File: config.mk
export PLATFORM = sky130hd
export DESIGN_NAME = score_counter
export DESIGN_NICKNAME = d
export VERILOG_FILES = /design/src/rtl/score_counter.sv
export SDC_FILE = /design/constraint.sdc
export NUM_CORES = 1
export LEC_CHECK = 0
export ABC_AREA = 1
export CAP_MARGIN = 10
export CELL_PAD_IN_SITES_DETAIL_PLACEMENT = 1
export CELL_PAD_IN_SITES_GLOBAL_PLACEMENT = 1
export CORE_ASPECT_RATIO = 1.5
export CORE_MARGIN = 2
export CORE_UTILIZATION = 40
export DETAILED_ROUTE_END_ITERATION = 8
export PLACE_DENSITY_LB_ADDON = 0.05
export REMOVE_ABC_BUFFERS = 1
export SYNTH_ARGS = -nofsm -noshare
export SYNTH_HDL_FRONTEND = slang
export SYNTH_SLANG_ARGS = --single-unit
export TNS_END_PERCENT = 20
File: constraint.sdc
create_clock -name clk -period 15.33 [get_ports clk]
set_clock_uncertainty 0.15 [all_clocks]
set_input_delay 2.2995 -clock clk [delete_from_list [all_inputs] [get_ports clk]]
set_output_delay 2.2995 -clock clk [all_outputs]
set_load 0.1 [all_outputs]
File: src/rtl/score_counter.sv
// BCD game score counter: run/over FSM, prescaled tick points, bonus add, wrap or saturate.
// Optional high-score tracking is built only when SCORE_COUNTER_HISCORE_EN is defined.
module score_counter #(
  parameter int unsigned DIGITS   = 4,
  parameter int unsigned TICK_DIV = 1,
  parameter int unsigned WRAP     = 1
) (
  input  logic                clk,
  input  logic                rst_n,
  input  logic                game_start,
  input  logic                game_over,
  input  logic                game_tick,
  input  logic                bonus_valid,
  input  logic [3:0]          bonus_val,
  output logic [4*DIGITS-1:0] score,
  output logic [4*DIGITS-1:0] hi_score,
  output logic                active,
  output logic                rollover,
  output logic                new_hi
);

  localparam int unsigned       W        = 4 * DIGITS;
  localparam logic [W-1:0]      MAX_BCD  = {DIGITS{4'h9}};
  localparam logic [7:0]        DIV_LAST = 8'(TICK_DIV - 1);

  typedef enum logic [1:0] {
    IDLE,
    RUN,
    OVER
  } state_e;

  state_e       state_q, state_d;
  logic         active_q, active_d;
  logic [7:0]   presc_q, presc_d;
  logic [W-1:0] score_q, score_d;
  logic         roll_q, roll_d;

  logic         tick_pt;
  logic [3:0]   bonus_c;
  logic [3:0]   inc;
  logic [W-1:0] sum_bcd;
  logic         carry_out;
  logic [4:0]   dsum;
  logic         cy;
  logic [W-1:0] score_inc;
  logic         roll_inc;

  // State register
  always_ff @(posedge clk or negedge rst_n) begin
    if (!rst_n) begin
      state_q  <= IDLE;
      active_q <= 1'b0;
    end else begin
      state_q  <= state_d;
      active_q <= active_d;
    end
  end

  // Next-state logic: start wins over over, and is honoured from any state
  always_comb begin
    state_d = state_q;
    if (game_start) begin
      state_d = RUN;
    end else if ((state_q == RUN) && game_over) begin
      state_d = OVER;
    end
  end

  // Output logic
  always_comb begin
    active_d = (state_d == RUN);
  end

  always_comb begin
    tick_pt = (state_q == RUN) && game_tick && (presc_q == DIV_LAST);
    bonus_c = (bonus_val > 4'd9) ? 4'd9 : bonus_val;
    inc     = (tick_pt ? 4'd1 : 4'd0) + (bonus_valid ? bonus_c : 4'd0);
  end

  // Increment enters digit 0; later digits only ever see a carry of one
  always_comb begin
    sum_bcd = '0;
    cy      = 1'b0;
    dsum    = '0;
    for (int unsigned i = 0; i < DIGITS; i++) begin
      dsum = {1'b0, score_q[4*i +: 4]} + ((i == 0) ? {1'b0, inc} : {4'b0000, cy});
      if (dsum >= 5'd10) begin
        sum_bcd[4*i +: 4] = 4'(dsum - 5'd10);
        cy                = 1'b1;
      end else begin
        sum_bcd[4*i +: 4] = dsum[3:0];
        cy                = 1'b0;
      end
    end
    carry_out = cy;
  end

  always_comb begin
    score_inc = sum_bcd;
    roll_inc  = carry_out;
    if (WRAP == 0) begin
      if (score_q == MAX_BCD) begin
        score_inc = score_q;
        roll_inc  = 1'b0;
      end else if (carry_out || (sum_bcd == MAX_BCD)) begin
        score_inc = MAX_BCD;
        roll_inc  = 1'b1;
      end
    end
  end

  always_comb begin
    presc_d = presc_q;
    score_d = score_q;
    roll_d  = 1'b0;
    if (game_start) begin
      presc_d = '0;
      score_d = '0;
    end else if (state_q == RUN) begin
      if (game_tick) begin
        presc_d = (presc_q == DIV_LAST) ? '0 : presc_q + 8'd1;
      end
      score_d = score_inc;
      roll_d  = roll_inc;
    end
  end

  always_ff @(posedge clk or negedge rst_n) begin
    if (!rst_n) begin
      presc_q <= '0;
      score_q <= '0;
      roll_q  <= 1'b0;
    end else begin
      presc_q <= presc_d;
      score_q <= score_d;
      roll_q  <= roll_d;
    end
  end

`ifdef SCORE_COUNTER_HISCORE_EN
  logic [W-1:0] hi_q, hi_d;
  logic         new_hi_q, new_hi_d;

  // Packed BCD orders the same as its binary reading, so a plain compare suffices
  always_comb begin
    hi_d     = hi_q;
    new_hi_d = 1'b0;
    if (!game_start && (state_q == RUN) && game_over && (score_d > hi_q)) begin
      hi_d     = score_d;
      new_hi_d = 1'b1;
    end
  end

  always_ff @(posedge clk or negedge rst_n) begin
    if (!rst_n) begin
      hi_q     <= '0;
      new_hi_q <= 1'b0;
    end else begin
      hi_q     <= hi_d;
      new_hi_q <= new_hi_d;
    end
  end

  assign hi_score = hi_q;
  assign new_hi   = new_hi_q;
`else
  assign hi_score = '0;
  assign new_hi   = 1'b0;
`endif

  assign score    = score_q;
  assign active   = active_q;
  assign rollover = roll_q;

endmodule

==> results of run 1 <==
-- worst min-delay path by stage --
stage          cells after the start  slack (ns)    endpoint  startpoint
2_1_floorplan                      2        0.33  state_q[0]  state_q[0]
4_1_cts                            2        0.39   score[12]   score[12]
5_1_grt                            2        0.41   score[12]   score[12]
6_report                           2        0.38    score[3]    score[3]
3_5_place_dp                       2        0.36    score[3]    score[3]
3_3_place_gp                       2        0.35   score[12]   score[12]
-- per-layer routing --
layer | up-vias | track usage, % | share of wire (%)
li1 | 972 | - | -
met1 | 918 | 20.8 | 41
met2 | 32 | 38.7 | 55
met3 | 4 | 1.53 | 2.8
met4 | 0 | 5.85 | 1.2
met5 | - | 0 | 0
-- logic make-up after synthesis --
| group | share of synthesized area, % |
|---|---|
| buf+inv | 14.1 |
| other cells | 0.169 |
| simple gates | 34.4 |
| flops | 31.6 |
| xor+xnor | 0.395 |
| fa+ha+maj | 11.0 |
| compound gates | 8.29 |
-- per-stage QoR --
stage          instance area (µm²)  power (mW)
2_1_floorplan                 2130       0.188
3_3_place_gp                  2490       0.217
3_5_place_dp                  2490       0.219
4_1_cts                       2570       0.282
5_1_grt                       2570       0.296
6_report                      2570       0.277
-- layout by cell type (no fill, tap or decap), types with 5 or more instances in the layout --
master and count:
inv_1 35, ha_1 18, nand2_1 60, nand2_4 7
a21oi_1 10, o21ai_1 9, nand3_1 33, nand4_1 5
conb_1 17, nand2_2 21, dfrtp_1 28, inv_2 7
clkdlybuf4s50_1 27, nor2_1 18
-- report_power, final --
part / switching, mW / internal [mW] / total [mW]
combinational: 0.0985 / 0.0332 / 0.132
sequential: 0.00507 / 0.0794 / 0.0844
clock: 0.0259 / 0.0350 / 0.0609
total: 0.129 / 0.148 / 0.277
-- state kept, by name, summed over array words and instances, names as in the netlist --
name and cells:
score 16, presc_q 8, state_q 2, active 1
rollover 1
-- final cells by class --
class	instances	area, µm²
Fill cell	699	2840
Multi-Input combinational cell	220	1260
Sequential cell	28	701
Timing Repair Buffer	28	278
Inverter	43	164
Tap cell	70	87.6
Clock buffer	3	41.3
Clock inverter	1	30.0
-- worst min-delay path: stages, from the launching register on --
cell and delay, ns:
dfrtp_1 0.39, nand2_1 0.06, nand2_1 0.06
==> impl_metrics.csv, run 1 <==
group,metric,value,unit
outcome,outcome,"finished clean",
timing,setup_viol,0,
worst_setup_path,critical-path-top-delay-family,"adder cells",
yosys,synth.top_cell.area_share,31.6,%
worst_setup_path,start_kind,"input pin",
routing,ant_nets,0,
pwr,p_leak,1.34,nW
worst_setup_path,criticalPathCategory,"input pin to flip-flop",
routing,routed-via-count,1926,
worst_hold_path,min_path_type,"flip-flop to flip-flop",
worst_setup_path,crit_fanout,4,
timing,tns,0,ns
clock_network,post_cts_buffers,0,
clock_network,clk_pin_slew,0.11,ns
place,place_ws,7.02,ns
timing,tightest_slew,0.983,ns
pwr,p_per_area,108,mW/mm²
worst_setup_path,reg2regPathDepth,42,
timing,clock.fmax,126,MHz
place,io_buffers,27,
place,place_hpwl,4310,µm
floorplanning,start_util,41.0,%
clock_network,clockRootBuffer,"clkbuf_8",
timing,fin_ws,7.39,ns
yosys,yosysWarnings,0,
worst_setup_path,cp.arrival,7.98,ns
worst_setup_path,cp_num_buf_inv,5,
yosys,postSynthAreaPerCell,7.55,µm²
yosys,synth_edf_count,0,
yosys,synth.most_common_cell,"nand2_1",
timing,relSlewSlack,34.2,%
finish,diodes,0,
yosys,synth.largest_area_cell,"dfrtp_1",
yosys,async_flop_share,100,%
floorplanning,io_pins,45,
worst_setup_path,rrSetupSlack,9.32,ns
routing,viasPerCell,4.90,
worst_setup_path,critPathRequiredTime,15.37,ns
yosys,synth.yosys.seq_area_share,31.6,%
worst_setup_path,r2r-start,"presc_q[0]",
routing,drt_iter0_markers,52,
yosys,synth_area,0.00222,mm²
worst_setup_path,worstSetupEndpointType,"flip-flop",
yosys,yosys.cell_types.count,33,
grt,grt_pass1_vias,2025,
place,place_inst,389,
worst_setup_path,cp.depth,41,
worst_setup_path,r2r_end,"score[14]",
worst_setup_path,endpoint,"score[14]",
clock_network,holdBufCountCts,0,
yosys,synth_common_cells,"60 x nand2_1, 35 x inv_1, 33 x nand3_1",
clock_network,cts_resized,0,
grt,antenna_found_initial,0,
pwr,vdd_drop_max,0.0509,mV
job,drv_cap,0,
place,gp_congestion,0.847,
worst_setup_path,slowest_delay,0.45,ns
yosys,syn_inst,294,
grt,grt_overflow,0,
finish,layout.cells.non_filler,393,
worst_setup_path,critPathMostFrequentCell,"ha_1",
finish,num-nets-final,353,
yosys,ys_seq_elements,28,
yosys,synthFlopType,"dfrtp_1",
finish,utilization,47.4,%
timing,finalCritPeriodShare,51.8,%
clock_network,cts.sink_count,28,
routing,drt-total-wl,5420,µm
timing,grt_setup_unrepaired,"false",
grt,grt_max_degree,29,
routing,drt_first_pass_iters,4,
clock_network,cts_tree,"yes",
floorplanning,die_h,95.2,µm
finish,area_growth,15.6,%
clock_network,cts_buffers,3,
clock_network,cts_buffer_depth,2,
timing,period_minus_slack,7.94,ns
grt,track_usage,19.3,%
floorplanning,core_area,0.00541,mm²
routing,drc,0,
worst_setup_path,slowest_stage,"clkdlybuf4s50_1",
routing,post_drt_wl_per_cell,13.8,µm
grt,grt_first_pass_wirelength,9350,µm
timing,holdWs,0.382,ns
finish,drive_above_1_share,13.9,%
clock_network,clock_latency,0.29,ns
floorplanning,dieArea,0.00617,mm²
yosys,synth_top_cells_by_area,"dfrtp_1 32%, ha_1 10%, nand2_1 10%, nand3_1 7.4%, inv_1 5.9%",
floorplanning,rows,33,
worst_setup_path,cp-startpoint,"bonus_val[2]",
timing,hold_viol_final,0,
clock_network,htreeDepth,1,
timing,slew_viol_final,0,
floorplanning,die_x,64.8,µm
No activity file was read; power rests on OpenSTA's default activity.
==> inputs of run 2 (changes only) <==
Settings changed: CORE_UTILIZATION 40 to 34.
Clock period 15.33 ns to 7 ns, I/O delays scaled along.
==> impl_metrics.csv, run 2 (synthesis results as in run 1) <==
group,metric,value,unit
outcome,outcome,"finished clean",
clock_network,clk_pin_slew,0.12,ns
finish,final_common_cell,"nand2_1",
pwr,vdd_drop_max,0.109,mV
timing,finalCritPeriodShare,93.1,%
worst_setup_path,start_kind,"input pin",
timing,relSlewSlack,34.3,%
worst_hold_path,min_path_type,"flip-flop to flip-flop",
routing,drt-total-wl,5420,µm
finish,design_area,0.00263,mm²
job,drv_cap,0,
finish,multiInputGateArea,0.00131,mm²
finish,largest_reg_flops,16,
pwr,p_leak,1.34,nW
floorplanning,io_pins,45,
pwr,p_comb_share,49.0,%
clock_network,cts_buffer_depth,2,
worst_setup_path,cp.arrival,6.54,ns
worst_setup_path,worstSetupEndpointType,"flip-flop",
finish,layout_common_cells,"60 x nand2_1, 35 x inv_1, 32 x nand3_1, 28 x dfrtp_1, 27 x clkdlybuf4s50_1",
worst_setup_path,crit_fanout,4,
finish,num-nets-final,355,
worst_setup_path,critPathMostFrequentCell,"nand2_1",
grt,antenna_found_initial,0,
routing,ant_nets,0,
pwr,p_int,0.336,mW
worst_setup_path,critPathRequiredTime,7.03,ns
clock_network,cts.sink_count,28,
finish,drive_above_1_share,17.5,%
place,gp_congestion,0.776,
place,io_buffers,27,
grt,track_usage,15.6,%
routing,drt_first_pass_iters,4,
timing,grt_setup_unrepaired,"false",
floorplanning,core_area,0.00640,mm²
floorplanning,die_h,103,µm
place,place_ws,-0.180,ns
timing,setup_viol,0,
grt,grt_overflow,0,
worst_setup_path,endpoint,"score[13]",
clock_network,clock_latency,0.29,ns
routing,post_drt_wl_per_cell,13.5,µm
clock_network,htreeDepth,1,
finish,area_growth,18.6,%
grt,grt_max_degree,29,
finish,utilization,41.2,%
worst_setup_path,rrSetupSlack,1.10,ns
clock_network,cts_tree,"yes",
timing,clock.fmax,154,MHz
floorplanning,rows,36,
grt,grt_first_pass_wirelength,9000,µm
timing,fin_ws,0.486,ns
finish,diodes,0,
finish,seq_area,701,µm²
pwr,p_per_area,239,mW/mm²
worst_setup_path,slowest_delay,0.46,ns
timing,slew_viol_final,0,
clock_network,holdBufCountCts,0,
pwr,pwr-share-seq,29.6,%
routing,drt_iter0_markers,42,
finish,fill_cells,827,
floorplanning,die_x,70.0,µm
timing,tightest_slew,0.982,ns
worst_setup_path,criticalPathCategory,"input pin to flip-flop",
worst_setup_path,cp.depth,39,
worst_setup_path,slowest_stage,"clkdlybuf4s50_1",
floorplanning,start_util,34.7,%
routing,drc,0,
worst_setup_path,cp_num_buf_inv,5,
worst_setup_path,critical-path-top-delay-family,"adder cells",
place,dpl-instance-area,0.00250,mm²
clock_network,clockRootBuffer,"clkbuf_8",
place,place_hpwl,4290,µm
finish,layout.cells.non_filler,401,
timing,period_minus_slack,6.51,ns
timing,tns,0,ns
grt,grt_pass1_vias,1995,
pwr,sw_frac_of_total,46.5,%
floorplanning,dieArea,0.00720,mm²
worst_hold_path,whs_path_depth,2,
worst_setup_path,r2r_end,"score[13]",
routing,routed-via-count,1964,
timing,hold_viol_final,0,
worst_setup_path,reg2regPathDepth,40,
pwr,p_sw,0.292,mW
clock_network,cts_buffers,3,
worst_setup_path,r2r-start,"presc_q[0]",
pwr,clock_power_share,21.4,%
routing,viasPerCell,4.90,
worst_setup_path,cp-startpoint,"bonus_val[1]",
place,place_inst,395,
run 2: cell types whose count changed in the layout (fill, tap and decap cells not counted), sizes merged:
cell  change
buf       +2
run 2: routing by layer:
metal | share of wire (%) | vias to the layer above | track usage, %
met5 | 0 | - | 0
met4 | 0.92 | 0 | 3.55
met3 | 2.4 | 4 | 1.76
met2 | 59 | 23 | 32.8
met1 | 38 | 960 | 16.2
li1 | - | 977 | -
run 2: how the worst min path moves through the flow:
stage / start / endpoint / slack [ns]
after floorplan: state_q[0] / state_q[0] / 0.33
after global placement: state_q[0] / state_q[0] / 0.35
after detailed placement: state_q[0] / state_q[0] / 0.36
after CTS: state_q[0] / state_q[0] / 0.38
after global routing: score[8] / score[8] / 0.44
final: state_q[0] / state_q[0] / 0.38
run 2: tightest hold or removal path, cell delays in order (launching register included):
cell	delay [ns]
dfrtp_1	0.38
nand2_1	0.07
nand2_1	0.05
run 2: layout make-up:
| class | instances | area share [%] |
|---|---|---|
| timing repair buffer | 30 | 11.1 |
| inverter | 43 | 6.23 |
| clock buffer | 3 | 1.57 |
| clock inverter | 1 | 1.14 |
| multi-input combinational | 220 | 49.7 |
| tap | 76 | 3.61 |
| sequential | 28 | 26.6 |
run 2: power by group through the flow:
| stage | sequential (mW) | combinational [mW] | clock (mW) |
|---|---|---|---|
| floorplan | 0.268 | 0.145 | 0 |
| global placement | 0.188 | 0.286 | 0 |
| detailed placement | 0.189 | 0.292 | 0 |
| CTS | 0.186 | 0.292 | 0.138 |
| global route | 0.189 | 0.336 | 0.142 |
| finish | 0.186 | 0.308 | 0.135 |
run 2: through the flow:
stage	power [mW]	hold slack (ns)
after floorplan	0.413	0.330
after global placement	0.474	0.350
after detailed placement	0.481	0.355
after CTS	0.616	0.383
after global routing	0.668	0.445
final	0.629	0.376
run 2: timing repair:
item / in CTS / in global routing
setup endpoints to repair: 0 / 4
buffers inserted: 0 / 2
resized for setup: 0 / 13
